$ cat src/rtl/inst_decode.sv
// Instruction decode stage: 32x32 register file with write-through bypass,
// decode of the supported ALU subset, and the registered ID/EX boundary.
module inst_decode #(
  parameter int          RF_DEPTH = 32,
  parameter logic [31:0] RESET_PC = 32'h0000_0000
) (
  input  logic        clk,
  input  logic        rstn,
  input  logic        stall,
  input  logic        flush,
  input  logic [31:0] if_pc,
  input  logic [31:0] if_inst,
  input  logic        wb_we,
  input  logic [4:0]  wb_addr,
  input  logic [31:0] wb_data,
  output logic [31:0] id_pc,
  output logic [31:0] id_rs_data,
  output logic [31:0] id_rt_data,
  output logic [31:0] id_imm,
  output logic [4:0]  id_dest,
  output logic [3:0]  id_alu_op,
  output logic        id_alu_src_imm,
  output logic        id_reg_write,
  output logic        id_ovf_chk,
  output logic        id_illegal
);

  localparam logic [3:0] ALU_AND  = 4'd0;
  localparam logic [3:0] ALU_OR   = 4'd1;
  localparam logic [3:0] ALU_XOR  = 4'd2;
  localparam logic [3:0] ALU_NOR  = 4'd3;
  localparam logic [3:0] ALU_ADD  = 4'd4;
  localparam logic [3:0] ALU_ADDU = 4'd5;
  localparam logic [3:0] ALU_SUB  = 4'd6;
  localparam logic [3:0] ALU_SUBU = 4'd7;
  localparam logic [3:0] ALU_SLT  = 4'd8;

  localparam logic [5:0] OP_RTYPE = 6'b000000;
  localparam logic [5:0] OP_ANDI  = 6'b001100;
  localparam logic [5:0] OP_ADDI  = 6'b001000;

  logic [31:0] rf_q [RF_DEPTH];
  logic [31:0] rf_d [RF_DEPTH];

  logic [4:0]  rs_addr_s;
  logic [4:0]  rt_addr_s;
  logic [4:0]  rd_addr_s;
  logic [5:0]  opcode_s;
  logic [5:0]  funct_s;
  logic [15:0] imm16_s;
  logic [31:0] rs_data_s;
  logic [31:0] rt_data_s;

  logic [31:0] dec_imm_s;
  logic [4:0]  dec_dest_s;
  logic [3:0]  dec_alu_op_s;
  logic        dec_src_imm_s;
  logic        dec_reg_write_s;
  logic        dec_ovf_chk_s;
  logic        dec_illegal_s;

  logic [31:0] pc_d, pc_q;
  logic [31:0] rs_data_d, rs_data_q;
  logic [31:0] rt_data_d, rt_data_q;
  logic [31:0] imm_d, imm_q;
  logic [4:0]  dest_d, dest_q;
  logic [3:0]  alu_op_d, alu_op_q;
  logic        src_imm_d, src_imm_q;
  logic        reg_write_d, reg_write_q;
  logic        ovf_chk_d, ovf_chk_q;
  logic        illegal_d, illegal_q;

  assign rs_addr_s = if_inst[25:21];
  assign rt_addr_s = if_inst[20:16];
  assign rd_addr_s = if_inst[15:11];
  assign opcode_s  = if_inst[31:26];
  assign funct_s   = if_inst[5:0];
  assign imm16_s   = if_inst[15:0];

  // Register-file next state; $0 is never written since wb_addr must be nonzero.
  always_comb begin
    for (int i = 0; i < RF_DEPTH; i++) begin
      if (wb_we && (wb_addr != 5'd0) && (int'(wb_addr) == i)) begin
        rf_d[i] = wb_data;
      end else begin
        rf_d[i] = rf_q[i];
      end
    end
  end

  // Register-file storage, cleared by reset.
  always_ff @(posedge clk or negedge rstn) begin
    if (!rstn) begin
      for (int i = 0; i < RF_DEPTH; i++) begin
        rf_q[i] <= 32'd0;
      end
    end else begin
      for (int i = 0; i < RF_DEPTH; i++) begin
        rf_q[i] <= rf_d[i];
      end
    end
  end

  // Operand A read with same-cycle write-through bypass.
  always_comb begin
    rs_data_s = 32'd0;
    if (rs_addr_s == 5'd0) begin
      rs_data_s = 32'd0;
    end else if (wb_we && (wb_addr == rs_addr_s)) begin
      rs_data_s = wb_data;
    end else if (int'(rs_addr_s) < RF_DEPTH) begin
      rs_data_s = rf_q[rs_addr_s];
    end else begin
      rs_data_s = 32'd0;
    end
  end

  // Operand B read with same-cycle write-through bypass.
  always_comb begin
    rt_data_s = 32'd0;
    if (rt_addr_s == 5'd0) begin
      rt_data_s = 32'd0;
    end else if (wb_we && (wb_addr == rt_addr_s)) begin
      rt_data_s = wb_data;
    end else if (int'(rt_addr_s) < RF_DEPTH) begin
      rt_data_s = rf_q[rt_addr_s];
    end else begin
      rt_data_s = 32'd0;
    end
  end

  // Instruction decode; unsupported encodings leave everything but illegal at 0.
  always_comb begin
    dec_imm_s       = 32'd0;
    dec_dest_s      = 5'd0;
    dec_alu_op_s    = ALU_AND;
    dec_src_imm_s   = 1'b0;
    dec_reg_write_s = 1'b0;
    dec_ovf_chk_s   = 1'b0;
    dec_illegal_s   = 1'b0;
    case (opcode_s)
      OP_RTYPE: begin
        if (if_inst == 32'd0) begin
          dec_illegal_s = 1'b0;
        end else begin
          dec_dest_s      = rd_addr_s;
          dec_reg_write_s = 1'b1;
          case (funct_s)
            6'b100100: dec_alu_op_s = ALU_AND;
            6'b100101: dec_alu_op_s = ALU_OR;
            6'b100110: dec_alu_op_s = ALU_XOR;
            6'b100111: dec_alu_op_s = ALU_NOR;
            6'b100000: begin
              dec_alu_op_s  = ALU_ADD;
              dec_ovf_chk_s = 1'b1;
            end
            6'b100001: dec_alu_op_s = ALU_ADDU;
            6'b100010: begin
              dec_alu_op_s  = ALU_SUB;
              dec_ovf_chk_s = 1'b1;
            end
            6'b100011: dec_alu_op_s = ALU_SUBU;
            6'b101010: dec_alu_op_s = ALU_SLT;
            default: begin
              dec_dest_s      = 5'd0;
              dec_reg_write_s = 1'b0;
              dec_illegal_s   = 1'b1;
            end
          endcase
        end
      end
      OP_ANDI: begin
        dec_alu_op_s    = ALU_AND;
        dec_dest_s      = rt_addr_s;
        dec_imm_s       = {16'h0000, imm16_s};
        dec_src_imm_s   = 1'b1;
        dec_reg_write_s = 1'b1;
      end
      OP_ADDI: begin
        dec_alu_op_s    = ALU_ADD;
        dec_dest_s      = rt_addr_s;
        dec_imm_s       = {{16{imm16_s[15]}}, imm16_s};
        dec_src_imm_s   = 1'b1;
        dec_reg_write_s = 1'b1;
        dec_ovf_chk_s   = 1'b1;
      end
      default: begin
        dec_illegal_s = 1'b1;
      end
    endcase
  end

  // ID/EX next state: flush beats stall, stall holds everything.
  always_comb begin
    pc_d        = pc_q;
    rs_data_d   = rs_data_q;
    rt_data_d   = rt_data_q;
    imm_d       = imm_q;
    dest_d      = dest_q;
    alu_op_d    = alu_op_q;
    src_imm_d   = src_imm_q;
    reg_write_d = reg_write_q;
    ovf_chk_d   = ovf_chk_q;
    illegal_d   = illegal_q;
    if (flush) begin
      pc_d        = RESET_PC;
      rs_data_d   = 32'd0;
      rt_data_d   = 32'd0;
      imm_d       = 32'd0;
      dest_d      = 5'd0;
      alu_op_d    = 4'd0;
      src_imm_d   = 1'b0;
      reg_write_d = 1'b0;
      ovf_chk_d   = 1'b0;
      illegal_d   = 1'b0;
    end else if (stall) begin
      pc_d = pc_q;
    end else begin
      pc_d        = if_pc;
      rs_data_d   = rs_data_s;
      rt_data_d   = rt_data_s;
      imm_d       = dec_imm_s;
      dest_d      = dec_dest_s;
      alu_op_d    = dec_alu_op_s;
      src_imm_d   = dec_src_imm_s;
      reg_write_d = dec_reg_write_s;
      ovf_chk_d   = dec_ovf_chk_s;
      illegal_d   = dec_illegal_s;
    end
  end

  // ID/EX pipeline registers.
  always_ff @(posedge clk or negedge rstn) begin
    if (!rstn) begin
      pc_q        <= RESET_PC;
      rs_data_q   <= 32'd0;
      rt_data_q   <= 32'd0;
      imm_q       <= 32'd0;
      dest_q      <= 5'd0;
      alu_op_q    <= 4'd0;
      src_imm_q   <= 1'b0;
      reg_write_q <= 1'b0;
      ovf_chk_q   <= 1'b0;
      illegal_q   <= 1'b0;
    end else begin
      pc_q        <= pc_d;
      rs_data_q   <= rs_data_d;
      rt_data_q   <= rt_data_d;
      imm_q       <= imm_d;
      dest_q      <= dest_d;
      alu_op_q    <= alu_op_d;
      src_imm_q   <= src_imm_d;
      reg_write_q <= reg_write_d;
      ovf_chk_q   <= ovf_chk_d;
      illegal_q   <= illegal_d;
    end
  end

  assign id_pc          = pc_q;
  assign id_rs_data     = rs_data_q;
  assign id_rt_data     = rt_data_q;
  assign id_imm         = imm_q;
  assign id_dest        = dest_q;
  assign id_alu_op      = alu_op_q;
  assign id_alu_src_imm = src_imm_q;
  assign id_reg_write   = reg_write_q;
  assign id_ovf_chk     = ovf_chk_q;
  assign id_illegal     = illegal_q;

endmodule

$ cat config.mk
export PLATFORM = sky130hd
export DESIGN_NAME = inst_decode
export DESIGN_NICKNAME = d
export VERILOG_FILES = /design/src/rtl/inst_decode.sv
export SDC_FILE = /design/constraint.sdc
export NUM_CORES = 2
export LEC_CHECK = 0
export ABC_CLOCK_PERIOD_IN_PS = 3830
export BUFFER_PORTS_ARGS = -buffer_cell sky130_fd_sc_hd__buf_2
export CORE_MARGIN = 8
export CORE_UTILIZATION = 35
export CTS_CLUSTER_SIZE = 28
export DETAILED_ROUTE_END_ITERATION = 6
export HOLD_SLACK_MARGIN = 0.06
export PLACE_DENSITY = 0.61
export RECOVER_POWER = 50
export SYNTH_ARGS = -nofsm -noshare
export SYNTH_HDL_FRONTEND = slang
export SYNTH_SLANG_ARGS = --single-unit
$ cat constraint.sdc
create_clock -name clk -period 3.83 [get_ports clk]
set_input_delay 0.766 -clock clk [delete_from_list [all_inputs] [get_ports clk]]
set_output_delay 0.766 -clock clk [all_outputs]
set_load 0.005 [all_outputs]
Word level (Yosys, flattened, before mapping) --
Index checks and enable logic that the tools add are counted.
Storage, ports and cells: input bits 106, output and inout port bits 141, logic and storage cells 182, register bits 1165
Operators by class: reduce and logical (&&, ||, !) cells 44, mux-type cells 47, bitwise logic cells 2, equality and inequality tests 45, order comparisons 2
Operator list (number):
- 2-to-1 mux 32 bit | 16
- binary-select mux 32 bit (select 5 bit) | 2
- == test 5 bit, second input constant | 16
- case mux 32 bit (2 select lines) | 1
- == test 6 bit, second input constant | 9
- == test 5 x 4 -> 1 bit, second input constant | 8
- logical AND 1 bit | 35
- zero test 32 bit | 1
- case mux 4 bit (8 select lines) | 1
- == test 5 x 3 -> 1 bit, second input constant | 4
- 2-to-1 mux 5 bit | 4
- zero test 5 bit | 3
- 2-to-1 mux 1 bit | 15
- == test 6 x 4 -> 1 bit, second input constant | 2
- greater-or-equal comparator 6 bit, second input constant | 2
- 2-to-1 mux 4 bit | 3
- NOT 5 -> 6 bit | 2
- == test 5 x 2 -> 1 bit, second input constant | 2
- == test 5 bit | 2
- case mux 5 bit (2 select lines) | 1
- OR reduction 9 bit | 1
- case mux 4 bit (2 select lines) | 1
- zero test 6 bit | 1
- case mux 1 bit (2 select lines) | 3
- other kinds (4) | 5

Depth between registers and ports, before layout --
word-level depth 8, depth in mapped cells 12, depth with buffers taken out 6

Worst setup path before layout --
Ideal clock, no wire load.
path kind input port to flip-flop, from input if_inst[17], to register rt_data_q[14], in the netlist id_rt_data[14], setup time 0.128 ns, buffers on the path 3, required time 3.702 ns, data arrival time 2.598 ns, stages 7, slack 1.105 ns, cells stage by stage buf_2 > buf_2 > clkbuf_1 > mux4_2 > mux4_2 > a222oi_1 > nand2_1
On the way: longest elaborated chain between the ends 8, elaborated cells on any way between the ends 11, those cells by class 1 x eq/ne; 7 x mux; 1 x bitwise; 2 x reduce/logical
RTL lines:
- start, declared | line 12 | input logic [31:0] if_inst,
- NOT 5 -> 6 bit (not written as such) | line 126 | rt_data_s = rf_q[rt_addr_s];
- binary-select mux 32 bit (select 5 bit) | line 126
- 2-to-1 mux 32 bit (not written as such) (2 in a row) | line 126
- 2-to-1 mux 32 bit | line 123 | end else if (wb_we && (wb_addr == rt_addr_s)) begin
- 2-to-1 mux 32 bit * | line 121 | if (rt_addr_s == 5'd0) begin
- 2-to-1 mux 32 bit * | line 216 | end else if (stall) begin
- 2-to-1 mux 32 bit * | line 205 | if (flush) begin
- end signal, assigned | line 248 | rt_data_q <= rt_data_d;
- end, declared | line 64 | logic [31:0] rt_data_d, rt_data_q;
Mark *: on every way between the ends. The rest lies on a longest branch, timed or not. The select of a mux whose other input is x is not followed. A chain may end at the register's enable or synchronous reset.

Worst setup path in the final report --
from input wb_addr[0], to register rf_q[654] in the netlist's numbering
On the way: longest elaborated chain between the ends 3, elaborated cells on any way between the ends 4, those cells by class 1 x eq/ne; 3 x reduce/logical
RTL lines:
- start, declared | line 14 | input logic [4:0] wb_addr,
- nonzero test 5 bit | line 83 | if (wb_we && (wb_addr != 5'd0) && (int'(wb_addr) == i)) begin
- logical AND 1 bit | line 83
- logical AND 1 bit * | line 83
- end signal, assigned by index | line 99 | rf_q[i] <= rf_d[i];
- end, declared | line 42 | logic [31:0] rf_q [RF_DEPTH];
Mark *: on every way between the ends. The rest lies on a longest branch, timed or not.

==> results.cfg <==
[outcome]
run_status = complete, but fails checks
failed_checks = capacitance limit, slew limit

[worst_setup_path]
worst-endpoint-arrival_ps = 3760
cp_max_fo = 32
max_stage_delay_ps = 1360
regToRegEndpoint = id_rt_data[31]
reg2reg_depth = 5
crit_slowest_cell = sky130_fd_sc_hd__clkbuf_2
setup.reg_to_reg.worst_slack_ps = 1810
start_kind = primary input
cp-end-kind = flip-flop
startpoint = wb_addr[0]
worst-path-buf-inv = 2
r2r-start = rf_q[287]
cp.required_ps = 4480
critical_path.top_delay_family = buffers and inverters
worstSetupPathType = primary input to flip-flop
critical_path.cell_chain = clkbuf_1 > nand2_1 > nor3_1 > clkbuf_2 > mux2_2

[clocking]
cts.reportedPaths.clkPinSlew_ps = 60
clock_tree.root_cell = sky130_fd_sc_hd__clkbuf_16
cts.path.max_buffers = 3
cts_buffers = 130
tritoncts = done
clock_insertion_delay_worst_skew_ps = 790
htree_num_levels = 4
cts_setup_buffers = 0
cts.sinks = 1150
post_cts.resized_instances = 0

[global_routing]
grt_pass1_wl_um = 307400
antenna_found_initial = 26
first_global_vias = 41270
largest_net_degree_at_the_start_of_global_routing = 119
grt_overflow_total = 0
grt_total_usage_pct = 22.47

[final_layout]
instances_no_fill = 6665
layout-drive-gt1-share_pct = 48.85
layout.cells.most_common = sky130_fd_sc_hd__dfrtp_1
num-nets-final = 4435
highest_count_cells_in_the_layout_ignoring_fill_and_taps = sky130_fd_sc_hd__dfrtp_1, sky130_fd_sc_hd__mux2_2, sky130_fd_sc_hd__mux4_2
flow.area_growth_from_synthesis_pct = 14.57

[min_path]
timing.hold.worst_endpoint = id_imm[7]
hold_path.startpoint = if_inst[7]
holdCritPathClass = primary input to flip-flop
hold-path-cell-count = 2

[power]
power-per-cell-area_nw_per_um2 = 514.7
leakagePower_uw = 0.03021
peakVddDrop_v = 0.0005108

[logic_synthesis]
yosysSeqAreaShare_pct = 47.99
synth.avg_cell_area_um2 = 14.28
yosys_warnings = 0
yosysUniqueCellTypes = 58
async_reset_ff_share_pct = 100.0
syn-num-nets = 4306
synthesis.area_um2 = 59970
postSynth.topFlopCell = sky130_fd_sc_hd__dfrtp_1
synth-edff-count = 0
syn_inst = 4200
synth-seq-cells = 1150

[floorplan]
floorplan.core_area_um2 = 171000
top_level_ports = 247
chipHeight_um = 429.9
placement_rows = 152
floorplan.initialDensity_pct = 35.07
die_x_um = 429.9
die_area_um2 = 184800

[drt]
first_pass_iters = 7
drc_violation_total_after_the_first_tritonroute_iteration = 4013
detail-route-antenna-nets = 0
vias_per_cell = 6.095
wl_um = 212000
route.detailed.drc = 0
total_number_of_vias = 40620
wl_per_cell_um = 31.81

[sta]
setup_tns_final_ps = 0
timing.final.crit_share_pct = 81.05
setup-violations-final = 0
grt_setup_unrepaired = no
timing_hold_violations_final = 0
timing_worst_slew_pin_value_ps = 2431
fmaxAchievable_ghz = 0.3221
clock_skew_ps = 29.96
maxSlewViolCount = 159
slew_headroom_pct = -62.04
period_needed_ps = 3104

[placed_design]
io_buffer_count = 246
gpl_wtd_cong = 0.8555
dp_cells = 6429
dpl.hpwl_um = 133500

[job]
maxCapViolCount = 6
==> sequential cells by signal, summed over array words and instances (netlist names) <==
register,flops
id_alu_op,4
id_alu_src_imm,1
id_dest,5
id_illegal,1
id_imm,17
id_ovf_chk,1
id_pc,32
id_reg_write,1
id_rs_data,32
id_rt_data,32
rf_q,1024
==> cell usage after synthesis (all sizes together), types with 8 or more instances <==
cell type,number,area [um2]
a32oi,12,105.1
a221oi,30,262.8
a31oi,10,62.56
a21oi,60,300.3
a22o,36,315.3
o211ai,9,67.56
nor2,80,300.3
inv,8,30.03
buf,224,1234
a211oi,19,142.6
dfrtp,1150,28780
nor2b,37,231.5
nand4,18,112.6
xor2,8,70.07
o22ai,24,150.1
a222oi,11,110.1
nand3,50,250.2
o21ai,100,500.5
a22oi,76,570.6
a221o,19,190.2
mux4,434,9774
nor3,39,195.2
nor4,18,112.6
nand2b,24,150.1
nand2,121,454.2
clkbuf,246,924.6
or3,8,55.05
mux2i,247,2472
mux2,1031,11610
==> worst register-to-register path, delay by kind of cell, from the launching register on <==
| family | cells | cell delay (ps) |
|---|---|---|
| mux | 2 | 940 |
| flops | 1 | 390 |
| simple gates | 1 | 190 |
| compound gates | 2 | 390 |
==> power breakdown <==
| group | total, uW | internal [uW] | switching, uW |
|---|---|---|---|
| logic | 6670 | 3890 | 2780 |
| clock network | 12800 | 7460 | 5320 |
| registers | 15900 | 14300 | 1620 |
==> layout make-up <==
type                       instances  area (um2)
multi-input combinational       2572       29170
clock inverter                    46       560.5
fill                           15750      102300
sequential                      1150       28780
clock buffer                     175        3736
timing repair buffer             467        3601
tap                             2233        2794
antenna                           14       35.03
inverter                           8       30.03
==> worst max-delay path by stage <==
stage,end,slack (ps),depth (start not counted)
after global placement,id_rt_data[8],340,6
after detailed placement,id_rt_data[4],610,7
after CTS,id_rs_data[12],1390,1
after global routing,rf_q[340],670,4
final,rf_q[654],730,5
after floorplan,id_rt_data[14],1100,7
==> routing by layer <==
metal / global-route usage, % / up-vias / share of wire [%]
li1: - / 16320 / -
met4: 12.22 / 8 / 6.1
met5: 0 / - / 0.024
met3: 4.821 / 560 / 7.9
met1: 29.17 / 21830 / 40
met2: 35.22 / 1901 / 46
==> metrics by stage <==
step           setup slack, ps  hold WS (ps)  util (%)  area [um2]  total power, uW
4_1_cts                   1388         164.8     40.24       68800            35510
6_report                 725.6         224.7     40.18       68700            35360
5_1_grt                  674.2         194.6     40.18       68690            36740
2_1_floorplan             1105         441.3         -       59970            20380
3_3_place_gp             337.7         376.5     37.71       64470            22450
3_5_place_dp             607.6         383.3     37.72       64490            22700
==> cells by family (layout without fill, tap and decap cells) <==
family	after synthesis	after routing	share of synthesized area, %
compound gates	433	433	5.047
mux	1712	1712	39.78
buf+inv	478	696	3.649
xor+xnor	10	10	0.1461
other cells	0	14	0
simple gates	417	417	3.384
flops	1150	1150	47.99
==> timing repair <==
action / CTS / global route
setup endpoints to repair: 0 / 0
endpoints found under the hold margin: 38 / 0
hold buffers: 1 / 0
No activity file was read; power rests on OpenSTA's default activity.
